File: src/rtl/apb_master.sv
// APB master: one command in, one APB transfer out, one response back.
// Slave wait states are bounded by TIMEOUT; the abort is flagged in the response.
module apb_master #(
  parameter int DATA_WIDTH = 8,
  parameter int ADDR_WIDTH = 1,
  parameter int TIMEOUT    = 16
) (
  input  logic                  PCLK,
  input  logic                  PRESETn,
  input  logic                  cmd_valid,
  output logic                  cmd_ready,
  input  logic                  cmd_write,
  input  logic [ADDR_WIDTH-1:0] cmd_addr,
  input  logic [DATA_WIDTH-1:0] cmd_wdata,
  output logic                  rsp_valid,
  input  logic                  rsp_ready,
  output logic [DATA_WIDTH-1:0] rsp_rdata,
  output logic                  rsp_err,
  output logic                  rsp_timeout,
  output logic                  PSEL,
  output logic                  PENABLE,
  output logic                  PWRITE,
  output logic [ADDR_WIDTH-1:0] PADDR,
  output logic [DATA_WIDTH-1:0] PWDATA,
  input  logic [DATA_WIDTH-1:0] PRDATA,
  input  logic                  PREADY,
  input  logic                  PSLVERR
);

  typedef enum logic [1:0] {
    S_IDLE,
    S_SETUP,
    S_ACCESS,
    S_RESP
  } state_t;

  localparam logic [7:0] LP_LAST = 8'(TIMEOUT - 1);

  state_t                r_state;
  logic [7:0]            r_wait;
  logic                  r_cmd_ready;
  logic                  r_pwrite;
  logic [ADDR_WIDTH-1:0] r_paddr;
  logic [DATA_WIDTH-1:0] r_pwdata;
  logic [DATA_WIDTH-1:0] r_rsp_rdata;
  logic                  r_rsp_err;
  logic                  r_rsp_to;

  always_ff @(posedge PCLK or negedge PRESETn) begin
    if (!PRESETn) begin
      r_state     <= S_IDLE;
      r_wait      <= '0;
      r_cmd_ready <= 1'b0;
      r_pwrite    <= 1'b0;
      r_paddr     <= '0;
      r_pwdata    <= '0;
      r_rsp_rdata <= '0;
      r_rsp_err   <= 1'b0;
      r_rsp_to    <= 1'b0;
    end else begin
      unique case (r_state)
        S_IDLE: begin
          // cmd_ready stays low for the first cycle after reset release
          if (r_cmd_ready && cmd_valid) begin
            r_state     <= S_SETUP;
            r_cmd_ready <= 1'b0;
            r_paddr     <= cmd_addr;
            r_pwrite    <= cmd_write;
            r_pwdata    <= cmd_write ? cmd_wdata : '0;
          end else begin
            r_cmd_ready <= 1'b1;
          end
        end
        S_SETUP: begin
          r_state <= S_ACCESS;
          r_wait  <= '0;
        end
        S_ACCESS: begin
          if (PREADY) begin
            r_rsp_rdata <= r_pwrite ? '0 : PRDATA;
            r_rsp_err   <= PSLVERR;
            r_rsp_to    <= 1'b0;
            r_state     <= S_RESP;
          end else if (r_wait == LP_LAST) begin
            r_rsp_rdata <= '0;
            r_rsp_err   <= 1'b1;
            r_rsp_to    <= 1'b1;
            r_state     <= S_RESP;
          end else begin
            r_wait <= r_wait + 8'd1;
          end
        end
        S_RESP: begin
          if (rsp_ready) begin
            r_state     <= S_IDLE;
            r_cmd_ready <= 1'b1;
            r_pwdata    <= '0;
          end
        end
        default: r_state <= S_IDLE;
      endcase
    end
  end

  assign cmd_ready   = r_cmd_ready;
  assign PSEL        = (r_state == S_SETUP) || (r_state == S_ACCESS);
  assign PENABLE     = (r_state == S_ACCESS);
  assign PWRITE      = r_pwrite;
  assign PADDR       = r_paddr;
  assign PWDATA      = r_pwdata;
  assign rsp_valid   = (r_state == S_RESP);
  assign rsp_rdata   = r_rsp_rdata;
  assign rsp_err     = r_rsp_err;
  assign rsp_timeout = r_rsp_to;

endmodule

File: config.mk
export PLATFORM = sky130hd
export DESIGN_NAME = apb_master
export DESIGN_NICKNAME = d
export VERILOG_FILES = /design/src/rtl/apb_master.sv
export SDC_FILE = /design/constraint.sdc
export NUM_CORES = 1
export LEC_CHECK = 0
export CORE_ASPECT_RATIO = 0.8
export CORE_MARGIN = 5
export CORE_UTILIZATION = 47
export DETAILED_ROUTE_END_ITERATION = 7
export GPL_TIMING_DRIVEN = 1
export HOLD_SLACK_MARGIN = 0.03
export PLACE_DENSITY = 0.87
export SETUP_SLACK_MARGIN = 0.15
export SYNTH_ARGS = -nofsm -noshare
export SYNTH_HDL_FRONTEND = slang
export SYNTH_SLANG_ARGS = --single-unit
File: constraint.sdc
create_clock -name PCLK -period 1.7 [get_ports PCLK]
set_input_delay 0.17 -clock PCLK [delete_from_list [all_inputs] [get_ports PCLK]]
set_output_delay 0.17 -clock PCLK [all_outputs]
set_load 0.03 [all_outputs]
==> results of run 1 <==
repair_timing:
action | CTS | global route
pin swaps | 1 | 2
hold buffers | 0 | 0
buffers inserted | 2 | 7
endpoints found under the setup margin | 27 | 32
cloned | 0 | 0
gates resized for setup | 9 | 27
power groups by stage:
| stage | sequential [mW] | combinational [mW] | clock [mW] |
|---|---|---|---|
| floorplan | 1.56 | 1.15 | 0 |
| global placement | 1.20 | 2.28 | 0 |
| detailed placement | 1.21 | 2.33 | 0 |
| CTS | 1.21 | 2.50 | 0.874 |
| global route | 1.27 | 2.97 | 0.916 |
| finish | 1.23 | 2.78 | 0.865 |
metrics by stage:
step | std cells | utilization | setup WS (ns)
final | 263 | 0.738 | 0.106
after global routing | 263 | 0.738 | 0.0874
after CTS | 256 | 0.697 | 0.0914
after detailed placement | 246 | 0.643 | 0.0154
after global placement | 246 | 0.643 | 0.0644
after floorplan | 157 | - | 0.113
flip-flops by register name, summed over array words and instances (netlist names):
name / flops
r_state: 2
PWRITE: 1
rsp_rdata: 8
rsp_err: 1
PWDATA: 8
PADDR: 1
r_wait: 8
rsp_timeout: 1
cmd_ready: 1
final cells by class:
class	count	area (µm²)	area share
Clock buffer	6	72.6	0.0287
Inverter	16	63.8	0.0253
Clock inverter	2	60.1	0.0238
Multi-Input combinational cell	103	881	0.349
Tap cell	42	52.6	0.0208
Sequential cell	31	777	0.308
Timing Repair Buffer	63	618	0.245
worst max-delay path by stage:
stage          cells after the start      endpoint  startpoint  slack, ns
4_1_cts                            5     r_wait[6]  r_state[0]       0.09
3_3_place_gp                       4     r_wait[5]      PREADY       0.06
6_report                           6  rsp_rdata[3]  r_state[0]       0.11
5_1_grt                            6  rsp_rdata[1]  r_state[0]       0.09
3_5_place_dp                       4     r_wait[5]      PREADY       0.02
2_1_floorplan                      5     r_wait[2]  r_state[1]       0.11
placed cells by master, fill, tap and decap left out, types with 2 or more instances in the layout:
| cell | count |
|---|---|
| clkbuf_2 | 2 |
| o221ai_1 | 2 |
| inv_1 | 12 |
| nand4b_1 | 2 |
| nand2_1 | 14 |
| a21oi_2 | 2 |
| a21bo_2 | 9 |
| buf_6 | 3 |
| mux2_2 | 2 |
| dfrtp_1 | 30 |
| clkbuf_8 | 5 |
| nor2b_1 | 3 |
| inv_2 | 3 |
| a31oi_1 | 3 |
| bufinv_16 | 2 |
| a21oi_1 | 5 |
| or3_1 | 2 |
| buf_4 | 13 |
| dlymetal6s2s_1 | 7 |
| mux2i_1 | 7 |
| a22oi_2 | 5 |
| ha_4 | 3 |
| o211ai_1 | 3 |
| nand3_1 | 2 |
| a22oi_1 | 3 |
| nor3_4 | 2 |
| clkdlybuf4s50_1 | 36 |
| nor2_1 | 3 |
| nand2b_1 | 2 |
| o21ai_0 | 4 |
layer usage:
metal  up-vias  part of all wire  routed length, µm  GRT usage
li1        701                 -                  -          -
met1       735              0.43               1910      0.236
met2        60              0.47               2090      0.263
met3        12             0.078                346     0.0726
met4         0             0.019                 83     0.0437
met5         -                 0                  0          0
cells by family (layout without fill, tap and decap cells):
logic type               after synthesis  count (layout)  synth area share
AO/OA/AOI/OAI                         49              49             0.235
AND/OR/NAND/NOR                       40              40             0.147
flip-flops                            31              31             0.468
buffers and inverters                 23              87            0.0574
multiplexers                          10              10            0.0619
adder cells (fa/ha/maj)                4               4            0.0302
worst max-delay path: cells and delay by family (launching register included):
family          cells  cell delay (ns)
flops               1             0.41
fa+ha+maj           1             0.20
buf+inv             3             0.48
compound gates      2             0.40
==> run summary, run 1 <==
Area Overhead vs Synth -> 52.4%
Critical path class -> register to register
Net switching power -> 1.96 mW
Sequential Power Share -> 0.253
DR WL/cell -> 16.8 µm
Root Buffer -> clkbuf_8
Logic pwr share -> 0.570
Synth top cells by count -> 31 x dfrtp_1, 16 x inv_1, 15 x nand2_1
Clock power frac -> 0.177
Ys async rst share -> 1.00
Power Total -> 4.88 mW
Initial Util -> 0.484
Clock latency on the worst-skew pair -> 0.29 ns
Max Slew Vio Count -> 0
Synth Instances -> 157
Worst reg-to-reg path cell count -> 6
Die width -> 76.4 µm
Slew HR -> 0.735
GRT Util Overall -> 0.176
Pwr per Cell Area -> 1930 mW/mm²
Layout cells sized above 1 -> 0.285
PortBufs -> 47
Placeable Area -> 0.00342 mm²
Die ar. -> 0.00482 mm²
Reg2Reg Setup Slack -> 0.11 ns
RSZ-0062 raised after global routing -> true
Max H-tree Level -> 2
First-pass GRT wire length -> 6820 µm
Number of synthesized register bits -> 31
Setup violators final -> 0
Internal Power -> 2.91 mW
# nets final -> 248
CP Launch Type -> register
Seq/Total Area, Yosys -> 0.468
Antenna violations before repair -> 0
GR Overflow Total -> 0
Placer Congestion -> 0.838
Drt pass-1 iters -> 4
Final Cycle Share -> 0.938
Finished Cell Area -> 0.00252 mm²
Outcome -> complete, no violations
Post-DP HPWL -> 2950 µm
Setup_tns -> 0 ns
Skew final -> 0.00455 ns
Fillers -> 247
Crit Reg-Reg Endpoint -> rsp_rdata[3]
Clock-pin transition on the worst setup and hold timing paths -> 0.07 ns
Fmax -> 0.627 GHz
Cts bufs inserted -> 5
RR Startpoint -> r_state[0]
CTS tree -> yes
Clk sink count -> 31
Critical path arrival -> 1.77 ns
Worst EP required -> 1.88 ns
Cell with the most instances after synthesis -> dfrtp_1
Io pins -> 48
Antenna Nets Post-Route -> 0
Critical Path End Type -> register
Worst hold margin -> 0.268 ns
Die H -> 63.1 µm
LEAKAGE -> 1.08 nW
Post-synthesis cell type count -> 47
DP Area -> 0.00220 mm²
Max FO, Critical Path -> 6
Number of synthesized flops with an enable pin -> 0
Clk buf depth -> 2
CP max stage delay -> 0.41 ns
Synth Flop Type -> dfrtp_1
CP Cell Sequence -> inv_2, ha_4, clkinvlp_4, buf_6, a22oi_1, a21bo_2
Area share of the largest cell type after synthesis -> 0.468
Slowest cell on crit path -> dfrtp_1
Syn Area/Cell -> 10.6 µm²
Syn Nets -> 185
MaxCap Viol Count -> 0
Max VDD drop -> 1.15 mV
Synthesized area -> 0.00166 mm²
Final hold violations -> 0
Row count -> 19
DR vias -> 1508
Largest area contributor in the netlist -> dfrtp_1
Via/cell ratio -> 5.73
Ant. Diodes -> 0
Yosys warns -> 0
Hold crit path type -> input port to async pin
Top post-synthesis cells by area -> dfrtp_1 47%, a21bo_2 5.4%, mux2i_1 4.8%, a22oi_1 3.6%, inv_1 3.6%
Initial drt markers -> 111
Final WL -> 4430 µm
Worst slew pin tran -> 0.397 ns
Vias in the first global route -> 1406
Switching share of power -> 0.402
Drt drc -> 0
Largest net degree at the start of global routing -> 32
Minimum clock period -> 1.59 ns
Note: power is estimated with default switching activity, not from simulation.
==> run 2, diff against run 1 <==
--- a/config.mk
+++ b/config.mk
@@ -12,6 +12,7 @@
 export GPL_TIMING_DRIVEN = 1
 export HOLD_SLACK_MARGIN = 0.03
 export PLACE_DENSITY = 0.87
+export REMOVE_ABC_BUFFERS = 1
 export SETUP_SLACK_MARGIN = 0.15
 export SYNTH_ARGS = -nofsm -noshare
 export SYNTH_HDL_FRONTEND = slang
==> run summary, run 2 (synthesis gave the netlist of run 1 again) <==
Commonest non-fill, non-tap cell in the layout -> clkdlybuf4s50_1
Antenna violations before repair -> 0
Die ar. -> 0.00482 mm²
Critical Path End Type -> register
DR WL/cell -> 16.7 µm
Reg area -> 778 µm²
Fmax -> 0.634 GHz
Clock-pin transition on the worst setup and hold timing paths -> 0.07 ns
Area Overhead vs Synth -> 50.2%
Worst hold margin -> 0.284 ns
Power Total -> 4.62 mW
Final hold violations -> 0
PortBufs -> 47
Layout Cells excl Fill -> 263
Largest net degree at the start of global routing -> 32
Root Buffer -> clkbuf_8
Final worst setup slack -> 0.123 ns
MaxCap Viol Count -> 0
Drt drc -> 0
Ant. Diodes -> 0
Antenna Nets Post-Route -> 0
First-pass GRT wire length -> 6960 µm
Hold-fix buffers, CTS -> 0
LEAKAGE -> 1.07 nW
Slew HR -> 0.742
Skew final -> 0.00549 ns
Placeable Area -> 0.00342 mm²
Initial Util -> 0.484
Max H-tree Level -> 2
GRT Util Overall -> 0.175
Cts bufs inserted -> 5
Minimum clock period -> 1.58 ns
Critical path class -> register to register
Die H -> 63.1 µm
Worst slack at placement -> 0.0390 ns
GR Overflow Total -> 0
Fillers -> 241
Max Slew Vio Count -> 0
Via/cell ratio -> 5.58
Io pins -> 48
Hold crit path type -> input port to async pin
Clock latency on the worst-skew pair -> 0.28 ns
Worst slew pin tran -> 0.387 ns
Max VDD drop -> 1.13 mV
Drt pass-1 iters -> 4
Row count -> 19
Most frequent cells in the layout -> 39 x clkdlybuf4s50_1, 29 x dfrtp_1, 14 x nand2_1
Critical path arrival -> 1.74 ns
Placer Congestion -> 0.834
Layout cells sized above 1 -> 0.290
Post-DP HPWL -> 2900 µm
CP Launch Type -> register
Vias in the first global route -> 1445
Placed cells -> 251
Outcome -> complete, no violations
# nets final -> 248
Setup_tns -> 0 ns
Die width -> 76.4 µm
Initial drt markers -> 124
CTS tree -> yes
Pwr per Cell Area -> 1850 mW/mm²
Setup violators final -> 0
Clk sink count -> 31
DR vias -> 1467
Multi-input combinational cell area -> 881 µm²
Max FO, Critical Path -> 8
Clk buf depth -> 2
RSZ-0062 raised after global routing -> true
Final Cycle Share -> 0.928
Final WL -> 4400 µm
Worst EP required -> 1.87 ns
[run 2: metal layers]
metal  routed length, µm  part of all wire  track usage  up-vias
met1                1980              0.45        0.248      708
met4                  49             0.011       0.0371        0
li1                    -                 -            -      701
met2                2160              0.49        0.275       50
met3                 204             0.046       0.0385        8
met5                   0                 0            0        -
[run 2: path summary, 6_finish.rpt]
path                               from            to  slack [ns]  depth (start not counted)
min in group PCLK          cmd_wdata[4]     PWDATA[4]        0.44                          3
hold / removal                  PRESETn     r_wait[1]        0.28                          2
max in group asynchronous       PRESETn     r_wait[0]        1.11                          2
setup / recovery             r_state[0]  rsp_rdata[7]        0.12                          6
setup reg to reg             r_state[0]  rsp_rdata[7]        0.12                          6
hold reg to reg                   PADDR         PADDR        0.51                          1
[run 2: final cells by class]
class                           instances  share of cell area
Timing Repair Buffer                   63               0.253
Clock buffer                            5              0.0277
Multi-Input combinational cell        103               0.354
Tap cell                               42              0.0211
Clock inverter                          3             0.00603
Inverter                               16              0.0256
Sequential cell                        31               0.313
[run 2: what timing repair did]
action,in CTS,in global routing
buffers inserted,3,1
resized for setup,7,25
setup endpoints to repair,17,31
pin swaps,0,4
[run 2: metrics by stage]
step	area, µm²	utilization
2_1_floorplan	1620	-
3_3_place_gp	2240	0.655
3_5_place_dp	2240	0.655
4_1_cts	2380	0.696
5_1_grt	2490	0.727
6_report	2490	0.727
[run 2: where the power goes]
part,leakage [nW],switching (mW),internal [mW]
Combinational,0.639,1.46,1.38
Clock,0.0477,0.264,0.279
Sequential,0.383,0.235,0.999
[run 2: critical path, cell delays in order, from the launching register on]
cell and delay (ns):
dfrtp_1 0.41, inv_2 0.13, ha_4 0.19, clkinvlp_4 0.16, buf_12 0.18, a22oi_1 0.16
a21bo_2 0.23
